File: src/rtl/fifo_wr_arbiter.sv
// fifo_wr_arbiter: round-robin burst arbiter for
// the single write port of the shared fifo.
module fifo_wr_arbiter #(
  parameter  int NUM_REQ   = 4,
  parameter  int DATA_W    = 8,
  parameter  int BURST_MAX = 4,
  localparam int OW = (NUM_REQ > 1) ?
                      $clog2(NUM_REQ) : 1,
  localparam int CW = $clog2(BURST_MAX + 1)
) (
  input  logic                      clk,
  input  logic                      rst_n,
  input  logic [NUM_REQ-1:0]        req,
  input  logic [NUM_REQ*DATA_W-1:0] req_data,
  output logic [NUM_REQ-1:0]        gnt,
  input  logic                      fifo_full,
  output logic                      fifo_write,
  output logic [DATA_W-1:0]         fifo_data,
  output logic [OW-1:0]             owner,
  output logic                      busy
);

  typedef enum logic {
    IDLE = 1'b0,
    OWN  = 1'b1
  } state_t;

  state_t        state_q;
  state_t        state_d;
  logic [OW-1:0] owner_q;
  logic [OW-1:0] owner_d;
  logic [OW-1:0] last_q;
  logic [OW-1:0] last_d;
  logic [CW-1:0] cnt_q;
  logic [CW-1:0] cnt_d;

  logic          found;
  logic [OW-1:0] pick;
  logic [OW-1:0] cand;
  logic          own_req;
  logic          own_st;
  logic          wr;
  logic          last_beat;

  assign own_st    = (state_q == OWN);
  assign own_req   = req[owner_q];
  assign wr        = own_st & own_req & ~fifo_full;
  assign last_beat = (cnt_q == CW'(BURST_MAX - 1));

  // Round-robin scan: first request after last_owner.
  always_comb begin
    found = 1'b0;
    pick  = '0;
    cand  = '0;
    for (int i = 1; i <= NUM_REQ; i++) begin
      cand = OW'((int'(last_q) + i) % NUM_REQ);
      if (!found && req[cand]) begin
        found = 1'b1;
        pick  = cand;
      end
    end
  end

  // Next-state: grant, count beats, release.
  always_comb begin
    state_d = state_q;
    owner_d = owner_q;
    last_d  = last_q;
    cnt_d   = cnt_q;
    unique case (state_q)
      IDLE: begin
        if (found) begin
          owner_d = pick;
          cnt_d   = '0;
          state_d = OWN;
        end
      end
      OWN: begin
        if (wr) begin
          cnt_d = cnt_q + CW'(1);
          if (last_beat) begin
            last_d  = owner_q;
            state_d = IDLE;
          end
        end else if (!own_req) begin
          last_d  = owner_q;
          state_d = IDLE;
        end
      end
      default: begin
        state_d = IDLE;
      end
    endcase
  end

  // Grant and write-port mux, zero outside OWN.
  always_comb begin
    gnt       = '0;
    fifo_data = '0;
    for (int i = 0; i < NUM_REQ; i++) begin
      if (own_st && owner_q == OW'(i)) begin
        gnt[i]    = 1'b1;
        fifo_data = req_data[i*DATA_W +: DATA_W];
      end
    end
  end

  assign fifo_write = wr;
  assign owner      = owner_q;
  assign busy       = own_st;

  // State registers with synchronous reset.
  always_ff @(posedge clk) begin
    if (!rst_n) begin
      state_q <= IDLE;
      owner_q <= '0;
      last_q  <= OW'(NUM_REQ - 1);
      cnt_q   <= '0;
    end else begin
      state_q <= state_d;
      owner_q <= owner_d;
      last_q  <= last_d;
      cnt_q   <= cnt_d;
    end
  end

endmodule
File: config.mk
export PLATFORM = sky130hd
export DESIGN_NAME = fifo_wr_arbiter
export DESIGN_NICKNAME = d
export VERILOG_FILES = /design/src/rtl/fifo_wr_arbiter.sv
export SDC_FILE = /design/constraint.sdc
export NUM_CORES = 1
export LEC_CHECK = 0
export CAP_MARGIN = 20
export CORE_UTILIZATION = 25
export DETAILED_ROUTE_END_ITERATION = 10
export PLACE_DENSITY = 0.58
export SKIP_CTS_REPAIR_TIMING = 1
export SLEW_MARGIN = 40
export SYNTH_ARGS = -nofsm -noshare
export SYNTH_HDL_FRONTEND = slang
export SYNTH_SLANG_ARGS = --single-unit
File: constraint.sdc
create_clock -name clk -period 3.25 [get_ports clk]
set_input_delay 0.8125 -clock clk [delete_from_list [all_inputs] [get_ports clk]]
set_output_delay 0.8125 -clock clk [all_outputs]
set_load 0.01 [all_outputs]
==> Word level (Yosys, flattened, before mapping) <==
Index checks and enable logic that the tools add are counted.
{ "op_classes": {"n_mux": 37, "n_bitwise": 4, "div": 0, "order_cmp": 5, "n_eq_ne": 8, "n_mul": 0, "shifts": 0, "reduce_logical": 14, "addsub": 5} }
{ "ops": {"columns": ["operator", "count"], "rows": [
  ["8-bit 2-to-1 mux", 4],
  ["1-bit 2-to-1 mux", 17],
  ["2-bit by 3-bit less-than comparator with 1-bit output, second input constant", 5],
  ["2-bit 2-to-1 mux", 7],
  ["1-bit binary-select mux with 2-bit select", 5],
  ["1-bit logical AND", 7],
  ["3-bit 2-to-1 mux", 2],
  ["2-bit != test, second input constant", 3],
  ["3-bit one-hot mux with 2 select lines", 1],
  ["2-bit by 1-bit adder with 2-bit output, second input constant", 2],
  ["2-bit adder, second input constant", 2],
  ["2-bit equality test, second input constant", 2],
  ["2-bit AND reduction", 2],
  ["3-bit by 1-bit adder with 3-bit output, second input constant", 1],
  ["3-bit by 2-bit equality test with 1-bit output, second input constant", 1],
  ["1-bit zero test", 3],
  ["3-bit AND reduction", 1],
  ["1-bit AND", 2],
  ["2-bit by 1-bit equality test with 1-bit output, second input constant", 1],
  ["2-bit zero test", 1],
  ["2-bit by 1-bit != test with 1-bit output, second input constant", 1],
  ["1-bit NOT", 2],
  ["1-bit one-hot mux with 2 select lines", 1]
]} }
{ "word_totals": {"input_bits": 39, "mem_bits_rw": 0, "output_inout_bits": 16, "word_cells": 77, "ff_bits": 8, "mem_bits_ro": 0, "n_memories": 0, "latchBits": 0} }

==> Logic depth before layout (Yosys ltp) <==
Gate-level depths: netlist of the first run.
{ "depth": {"ltp_word": 15, "ltp_mapped": 6, "ltp_nobuf": 6} }

==> Worst setup path before layout of the first run <==
Ideal clock, no wire load.
{ "synth_timing": {"kind": "input port to output port", "from": "in req[3]", "to": "out fifo_write", "setup_slack_ps": 966, "path_stages": 3, "arrival_time_ps": 1471, "n_path_buf": 0, "path_cell_list": "mux4_2 > nand3b_4 > inv_1"} }
{ "synth_via": {"elab_chain_len": 4} }
{ "synth_rtl": {"columns": ["item", "line_no", "text"], "rows": [
  ["start: declaration", "13", "input logic [NUM_REQ-1:0] req,"],
  ["1-bit binary-select mux with 2-bit select", "46", "assign own_req = req[owner_q];"],
  ["1-bit 2-to-1 mux (implied by the code)", "46", null],
  ["1-bit AND (2 in series)", "47", "assign wr = own_st & own_req & ~fifo_full;"],
  ["end: declaration", "17", "output logic fifo_write,"]
]} }
Every way passes these cells. The select of a mux whose other input is x is not followed.

==> Final worst setup path of the first run <==
{ "layout_timing": {"from": "in req[2]", "to": "out fifo_write"} }
Same word-level chain as after synthesis.

==> results of run 1 <==
## logic make-up after synthesis
group / count (synthesis)
fa+ha+maj: 2
simple gates: 38
flops: 8
compound gates: 14
buf+inv: 11
mux: 13
## per-layer routing
metal	vias up	GRT usage, %	wire, um
li1	436	-	-
met1	389	20.7	1240
met2	46	23.0	1080
met3	0	3.71	298
met4	0	2.04	0
met5	-	0	0
## sequential cells by signal, indices dropped and copies added, names as in the netlist
register / cells
last_q: 2
cnt_q: 3
busy: 1
owner: 2
## cell usage in the layout (no fill, tap or decap), types with 2 or more instances in the layout
cell              n
a21oi_1           3
and2_1            9
nor2b_1           5
inv_1             4
o21ai_0           5
mux4_1            6
o21a_1            3
buf_4             7
mux4_2            3
clkdlybuf4s50_1  54
nand2_1           5
ha_1              2
dfxtp_1           8
clkbuf_4          3
mux2i_1           3
and3_1            3
nand2b_1          2
nor2_1            7
## final cells by class
class,count,area (um^2)
Tap cell,44,55.1
Fill cell,314,1620
Clock buffer,3,22.5
Timing Repair Buffer,61,593
Multi-Input combinational cell,67,609
Sequential cell,8,160
Inverter,4,15.0
## report_power, final
part	total [W]	internal [W]	switching [W]
sequential	0.000127	0.000107	0.0000199
clock	0.0000739	0.0000421	0.0000318
combinational	0.000199	0.000134	0.0000651
total	0.000399	0.000283	0.000117
## worst max-delay path by stage
stage / start / endpoint / slack, ns
2_1_floorplan: req[3] / fifo_write / 0.97
3_3_place_gp: req[3] / fifo_write / 0.05
3_5_place_dp: req[3] / fifo_write / 0.06
4_1_cts: req[2] / fifo_write / 0.05
5_1_grt: req[3] / fifo_write / 0.008
6_report: req[2] / fifo_write / 0.06
## per-stage QoR
stage          total power, W  std cells
6_report             0.000399        187
2_1_floorplan        0.000221         86
3_5_place_dp         0.000329        184
5_1_grt              0.000427        187
3_3_place_gp         0.000325        184
4_1_cts              0.000406        187
## critical path, stage by stage
cell and delay, ns:
clkdlybuf4s50_1 0.43, mux4_2 0.51, nand3b_4 0.10, inv_1 0.05, clkdlybuf4s50_1 0.47
==> qor.tcl, run 1 <==
set qor(run_status) {complete, no violations}
set qor(synth_edf_count) 0
set qor(post_synth_main_area_contributors) {dfxtp_1, mux4_1, mux4_2}
set qor(grtUsageTotal_pct) 14.7
set qor(timing.hold.worst.class) {register to register}
set qor(worst_slack_ns) 0.0635
set qor(slew_headroom_pct) 49.7
set qor(min_period_ns) 3.19
set qor(drt_wl_total_um) 2620
set qor(postSynthAreaPerCell_um2) 9.56
set qor(drt-vias-per-instance) 4.66
set qor(synth_top_area_share_pct) 19.5
set qor(io_pins) 55
set qor(tritoncts) {built}
set qor(hold_violations) 0
set qor(ctsLongestPathBuffers) 2
set qor(stdcell_area_um2) 1460
set qor(setup_violations) 0
set qor(rsz_0062_raised_after_global_routing) {false}
set qor(first_global_vias) 833
set qor(route.vias.total) 871
set qor(start_kind) {primary input}
set qor(synth.ff_latch_count) 8
set qor(r2r-end) {cnt_q[0]$_SDFFE_PN0P_}
set qor(core_utilization_of_the_finished_layout_pct) 47.3
set qor(sink_count) 8
set qor(post_synth_xor_area_fraction_pct) 0
set qor(worst-r2r-setup-slack_ns) 1.38
set qor(drc_marker_count_from_the_first_detailed_route_iteration) 22
set qor(antenna_found_initial) 0
set qor(path_max_fanout) 2
set qor(post_route_cells_drive_above_1_share_pct) 11.2
set qor(hold-worst-slack_ns) 0.490
set qor(drc) 0
set qor(grt_start_max_net_pins) 20
set qor(globalRoute.totalOverflow) 0
set qor(rows) 20
set qor(synthMostInstantiatedCell) {and2_1}
set qor(synthMuxAreaShare_pct) 32.4
set qor(hold_start) {cnt_q[1]$_SDFFE_PN0P_}
set qor(detail_route.wl_per_cell_um) 14.0
set qor(die_w_um) 59.3
set qor(postRouteAntennaNets) 0
set qor(final_min_period_over_clock_period_pct) 98.0
set qor(adder_cell_area_share_of_the_yosys_netlist_pct) 3.04
set qor(path_class) {primary input to output pin}
set qor(first_pass_grt_wire_length_um) 3900
set qor(die_y_um) 59.3
set qor(clk_pin_slew_worst_paths_ns) 0.05
set qor(synth_cell_type_count) 30
set qor(detailed_place.area_um2) 1430
set qor(finalSetupTns_ns) 0
set qor(antenna_cells) 0
set qor(skew_ns) 0.00170
set qor(async_flop_share_pct) 0
set qor(placement.setup.worst_slack_ns) 0.0584
set qor(dieArea_um2) 3520
set qor(num-nets-final) 186
set qor(synthesis.nets) 127
set qor(yosys_warnings) 0
set qor(reg2reg_from) {owner[1]$_SDFFE_PN0P_}
set qor(post_synth_inst_count) 86
set qor(synth-simple-area-share_pct) 27.5
set qor(root_buffer) {clkbuf_4}
set qor(ir_drop_uv) 181
set qor(cts_made_buffers) 3
set qor(synth-main-ff-cell) {dfxtp_1}
set qor(router_iterations_before_antenna_repair) 4
set qor(timing_worst_slew_pin_value_ns) 0.753
set qor(finalWeightedCongestion) 0.693
set qor(synth.cell_area_um2) 822
set qor(static-leakage-power_nw) 0.585
set qor(floorplan.initialDensity_pct) 26.7
set qor(power_density_nw_per_um2) 274
set qor(capturing_element_type_of_the_critical_path) {output pin}
set qor(synth_top_family_by_area) {multiplexers}
set qor(timing.fmax_mhz) 314
set qor(reg2reg_depth) 5
set qor(clkLatencyLatePin_ns) 0.25
set qor(fraction_of_the_mapped_netlist_area_in_compound_gates_pct) 11.1
set qor(htree_levels) 1
set qor(dpl.hpwl_um) 2020
set qor(worst_ep_required_time_ns) 2.44
set qor(syn2layout_area_growth_pct) 77.0
set qor(drv_cap) 0
set qor(timing.final.max_slew_violations) 0
set qor(data_arrival_time_at_the_worst_slack_endpoint_ns) 2.37
set qor(worst_hold_path.num_cells) 2
set qor(synth_area_leader_cell) {dfxtp_1}
set qor(core_area_um2) 3080
set qor(seq_total_area_yosys_pct) 19.5
set qor(ys_top_cells_by_count) {and2_1, dfxtp_1, nor2_1}
set qor(portBuffers) 54
set qor(hold_end) {cnt_q[1]$_SDFFE_PN0P_}
Power figures use the tool's default switching activity.
==> run 2: changes to the inputs <==
--- a/config.mk
+++ b/config.mk
@@ -5,6 +5,7 @@
 export SDC_FILE = /design/constraint.sdc
 export NUM_CORES = 1
 export LEC_CHECK = 0
+export ABC_CLOCK_PERIOD_IN_PS = 3250
 export CAP_MARGIN = 20
 export CORE_UTILIZATION = 25
 export DETAILED_ROUTE_END_ITERATION = 10
==> results of run 2 <==
The final DEF is identical to that of run 1; final timing and power are the same.
